### src/rtl/pipe_stage_skid_reg.sv
// Elastic pipeline register with a two-entry skid buffer.
// in_ready depends only on local state and freeze, never on out_ready,
// so chained stages do not build long combinational ready paths.
// Freeze holds everything. Flush squashes all held entries. A saturating
// counter reports how many cycles a held entry waited.
module pipe_stage_skid_reg #(
    parameter int WIDTH          = 32,
    parameter int CNT_W          = 16,
    parameter int CLEAR_ON_FLUSH = 1
) (
    input  logic             clk,
    input  logic             rst,
    input  logic             freeze,
    input  logic             flush,
    input  logic             in_valid,
    output logic             in_ready,
    input  logic [WIDTH-1:0] in_data,
    output logic             out_valid,
    input  logic             out_ready,
    output logic [WIDTH-1:0] out_data,
    output logic [1:0]       occupancy,
    output logic [CNT_W-1:0] stall_cnt
);

    typedef enum logic [1:0] {
        EMPTY = 2'd0,
        ONE   = 2'd1,
        TWO   = 2'd2
    } state_t;

    localparam logic [CNT_W-1:0] CNT_MAX = '1;

    state_t           state, state_n;
    logic [WIDTH-1:0] main_q, main_n;
    logic [WIDTH-1:0] skid_q, skid_n;
    logic             push, pop;

    assign in_ready  = (state != TWO) && !freeze;
    assign out_valid = (state != EMPTY) && !freeze;
    assign out_data  = main_q;
    assign push      = in_valid && in_ready;
    assign pop       = out_valid && out_ready;

    // Map the FSM state onto an entry count.
    always_comb begin
        occupancy = 2'd0;
        case (state)
            ONE:     occupancy = 2'd1;
            TWO:     occupancy = 2'd2;
            default: occupancy = 2'd0;
        endcase
    end

    // Next state and data. Flush beats freeze, and freeze beats any transfer.
    always_comb begin
        state_n = state;
        main_n  = main_q;
        skid_n  = skid_q;
        if (flush) begin
            state_n = EMPTY;
            if (CLEAR_ON_FLUSH != 0) begin
                main_n = '0;
                skid_n = '0;
            end
        end else if (!freeze) begin
            case (state)
                EMPTY: begin
                    if (push) begin
                        main_n  = in_data;
                        state_n = ONE;
                    end
                end
                ONE: begin
                    if (push && pop) begin
                        main_n = in_data;
                    end else if (push) begin
                        skid_n  = in_data;
                        state_n = TWO;
                    end else if (pop) begin
                        // main keeps its last value. out_data is don't-care when invalid.
                        state_n = EMPTY;
                    end
                end
                TWO: begin
                    // in_ready is low here, so only a pop can happen. The skid entry moves up.
                    if (pop) begin
                        main_n  = skid_q;
                        state_n = ONE;
                    end
                end
                default: state_n = EMPTY;
            endcase
        end
    end

    // State and payload registers.
    always_ff @(posedge clk or posedge rst) begin
        if (rst) begin
            state  <= EMPTY;
            main_q <= '0;
            skid_q <= '0;
        end else begin
            state  <= state_n;
            main_q <= main_n;
            skid_q <= skid_n;
        end
    end

    // Count edges where something is held but does not leave.
    // Frozen cycles count. Flush edges do not.
    always_ff @(posedge clk or posedge rst) begin
        if (rst) begin
            stall_cnt <= '0;
        end else if (!flush && (state != EMPTY) && !pop && (stall_cnt != CNT_MAX)) begin
            stall_cnt <= stall_cnt + CNT_W'(1);
        end
    end

endmodule
### config.mk
export PLATFORM = sky130hd
export DESIGN_NAME = pipe_stage_skid_reg
export DESIGN_NICKNAME = d
export VERILOG_FILES = /design/src/rtl/pipe_stage_skid_reg.sv
export SDC_FILE = /design/constraint.sdc
export NUM_CORES = 1
export LEC_CHECK = 0
export CELL_PAD_IN_SITES_DETAIL_PLACEMENT = 2
export CELL_PAD_IN_SITES_GLOBAL_PLACEMENT = 2
export CORE_UTILIZATION = 29
export CTS_CLUSTER_DIAMETER = 30
export CTS_CLUSTER_SIZE = 28
export DETAILED_ROUTE_END_ITERATION = 8
export GPL_ROUTABILITY_DRIVEN = 0
export HOLD_SLACK_MARGIN = 0.08
export PLACE_DENSITY = 0.83
export REMOVE_ABC_BUFFERS = 1
export SYNTH_ARGS = -nofsm -noshare
export SYNTH_HDL_FRONTEND = slang
export SYNTH_SLANG_ARGS = --single-unit
### constraint.sdc
create_clock -name clk -period 2.5 [get_ports clk]
set_clock_uncertainty 0.05 [all_clocks]
set_input_delay 0.375 -clock clk [delete_from_list [all_inputs] [get_ports clk]]
set_output_delay 0.375 -clock clk [all_outputs]
set_load 0.05 [all_outputs]
==> reports/results.ini <==
[yosys]
synthAdderAreaFrac_pct=1.539
async_flop_share_pct=100.0
synth_seq_cells=82
synthFlopType=dfrtp_1
synth.area.mux_share_pct=8.251
synth-compound-area-share_pct=18.17
ys_seq_area_share_pct=50.49
synthXorXnorAreaFrac_pct=3.448
syn-cell-area_um2=4064
synth_top_family_by_area=compound AO/OA/AOI/OAI gates
synthSimpleGateAreaFrac_pct=14.75
yosys_warnings=0
synth-edff-count=0
synth_cell_type_count=43
netlist_instances=351
avgSynthCellArea_um2=11.58

[detailed_routing]
wl_per_cell_um=19.30
drt-total-wl_um=11940
vias=3069
antenna_left=0
top_layer_used=met4
first_pass_iters=4
wl_met3_um=622
m1WireLength_um=4907
route.detailed.vias_per_inst=4.958
drc=0
wl_met2_um=6255
first_iter_violations=111

[cells_and_area]
syn2layout_area_growth_pct=35.16
finish.utilization_pct=40.83
mostFrequentLayoutCells=85 x clkdlybuf4s50_1, 82 x dfrtp_1, 68 x nand2_1
nFillCells=1429
insertedDiodeCount=0
final_common_cell=clkdlybuf4s50_1
drive_gt1_share_pct=16.25
stdcell_area_um2=5493
nets=483

[sta]
min_period_ns=2.400
setup_viol=0
clock.fmax_ghz=0.4167
rsz0062_at_grt=false
tightest_slew_ns=0.6071
slew_viol_final=0
hold_viol=0
slew_headroom_pct=59.40
setup_tns_ns=0
min_period_over_period_pct=95.99

[cts]
clk_latency_ns=0.34
cts_root_buffer=clkbuf_16
postCtsSetupRepairBufs=0
ctsResizeCount=0
cts_buffer_depth=2
cts_tree=built
cts_hold_buf=0
cts_buffers=9
clk_pin_slew_ns=0.06
h-tree-depth=3
clkSinkCount=82

[power]
p_total_mw=3.758
p_leak_nw=2.241
power_density_nw_per_um2=684.1
vdd_drop_max_v=0.0004320

[global_route]
grt_pass1_vias=3574
grt_first_pass_wirelength_um=19690
overflow=0
track_usage_pct=17.70
antenna_found_initial=0
grt_max_degree=39

[die]
die_h_um=120.4
placementRows=42
top_level_ports=90
dieArea_um2=14490
core_um2=13450
die_w_um=120.4
initial_core_util_pct=30.21

[critical_path]
crit_path_end_kind=primary output
startpoint_type=flip-flop
worst_ep_required_time_ns=2.08
arrival_ns=1.97
path_class=reg -> out
crit_fanout=6

[status]
status=finished, final reports clean

[place]
port_buffers=89
placed_cell_area_um2=5210
place_hpwl_um=8162

[hold_path]
min-delay-path-class=in -> async

[run]
cap_violations=0

[critical path, stage by stage, from the launching register on]
cell             delay [ns]
dfrtp_1                0.41
inv_1                  0.12
ha_1                   0.27
clkdlybuf4s50_1        0.84
[final timing paths]
check	startpoint	end	slack, ns	cells past startpoint
worst max-delay path	state[1]	occupancy[0]	0.10	3
worst min-delay path	rst	stall_cnt[12]	0.35	2
worst min register to register	out_data[30]	out_data[30]	0.45	1
worst max register to register	state[0]	out_data[26]	0.21	7
min in group clk	flush	skid_q[31]	0.35	2
max in group asynchronous	rst	skid_q[15]	1.45	3
[cell usage after synthesis (2+ instances only)]
| master | count | area share [%] |
|---|---|---|
| dfrtp_1 | 82 | 50 |
| a21oi_1 | 33 | 4.1 |
| nand4_1 | 3 | 0.46 |
| nand3_1 | 5 | 0.62 |
| and4_1 | 2 | 0.43 |
| nor3b_1 | 5 | 0.92 |
| xnor2_1 | 3 | 0.65 |
| ha_1 | 5 | 1.5 |
| nor4_1 | 5 | 0.77 |
| buf_6 | 3 | 0.83 |
| nor3_1 | 4 | 0.49 |
| nand4_4 | 2 | 1.0 |
| inv_1 | 6 | 0.55 |
| mux2i_1 | 32 | 7.9 |
| xor2_1 | 13 | 2.8 |
| o21ai_0 | 2 | 0.25 |
| o2bb2ai_2 | 30 | 11 |
| nand2_1 | 68 | 6.3 |
| buf_2 | 7 | 0.86 |
| o2bb2ai_1 | 2 | 0.43 |
| and3_1 | 2 | 0.31 |
| nor2_1 | 7 | 0.65 |
| clkbuf_1 | 10 | 0.92 |
[final cells by class]
| cell class | count | area, um2 | share of cell area (%) |
|---|---|---|---|
| clock buffer | 9 | 225.2 | 4.100 |
| clock inverter | 5 | 57.56 | 1.048 |
| inverter | 6 | 23.77 | 0.4328 |
| multi-input combinational | 242 | 1886 | 34.33 |
| sequential | 82 | 2052 | 37.36 |
| tap | 176 | 220.2 | 4.009 |
| timing repair buffer | 99 | 1028 | 18.72 |
[layer usage]
layer | GRT usage (%) | up-vias
li1 | - | 1415
met1 | 20.31 | 1575
met2 | 32.04 | 66
met3 | 4.811 | 13
met4 | 5.015 | 0
met5 | 0 | -
[registers in the layout, indices dropped and copies added, names as in the netlist]
register	flops
skid_q	32
stall_cnt	16
state	2
out_data	32
[per-stage QoR]
stage	hold slack (ns)	worst slack, ns	instances
finish	0.3525	0.1003	619
global route	0.3623	0.03016	619
CTS	0.3653	0.09160	619
detailed placement	0.4359	0.1256	605
global placement	0.4233	0.2700	605
floorplan	0.3881	-1.670	330
[power by group]
| part | switching, mW | leakage (nW) | internal (mW) | total (mW) |
|---|---|---|---|---|
| clock network | 0.531 | 0.141 | 0.762 | 1.29 |
| logic | 0.588 | 0.985 | 0.350 | 0.938 |
| registers | 0.106 | 1.11 | 1.42 | 1.53 |
[cells by family (layout without fill, tap and decap cells)]
kind of cell	Yosys count	in the layout
simple gates	114	114
compound gates	74	74
buf+inv	27	119
flops	82	82
xor+xnor	16	16
fa+ha+maj	5	5
mux	33	33
Power figures use the tool's default switching activity.
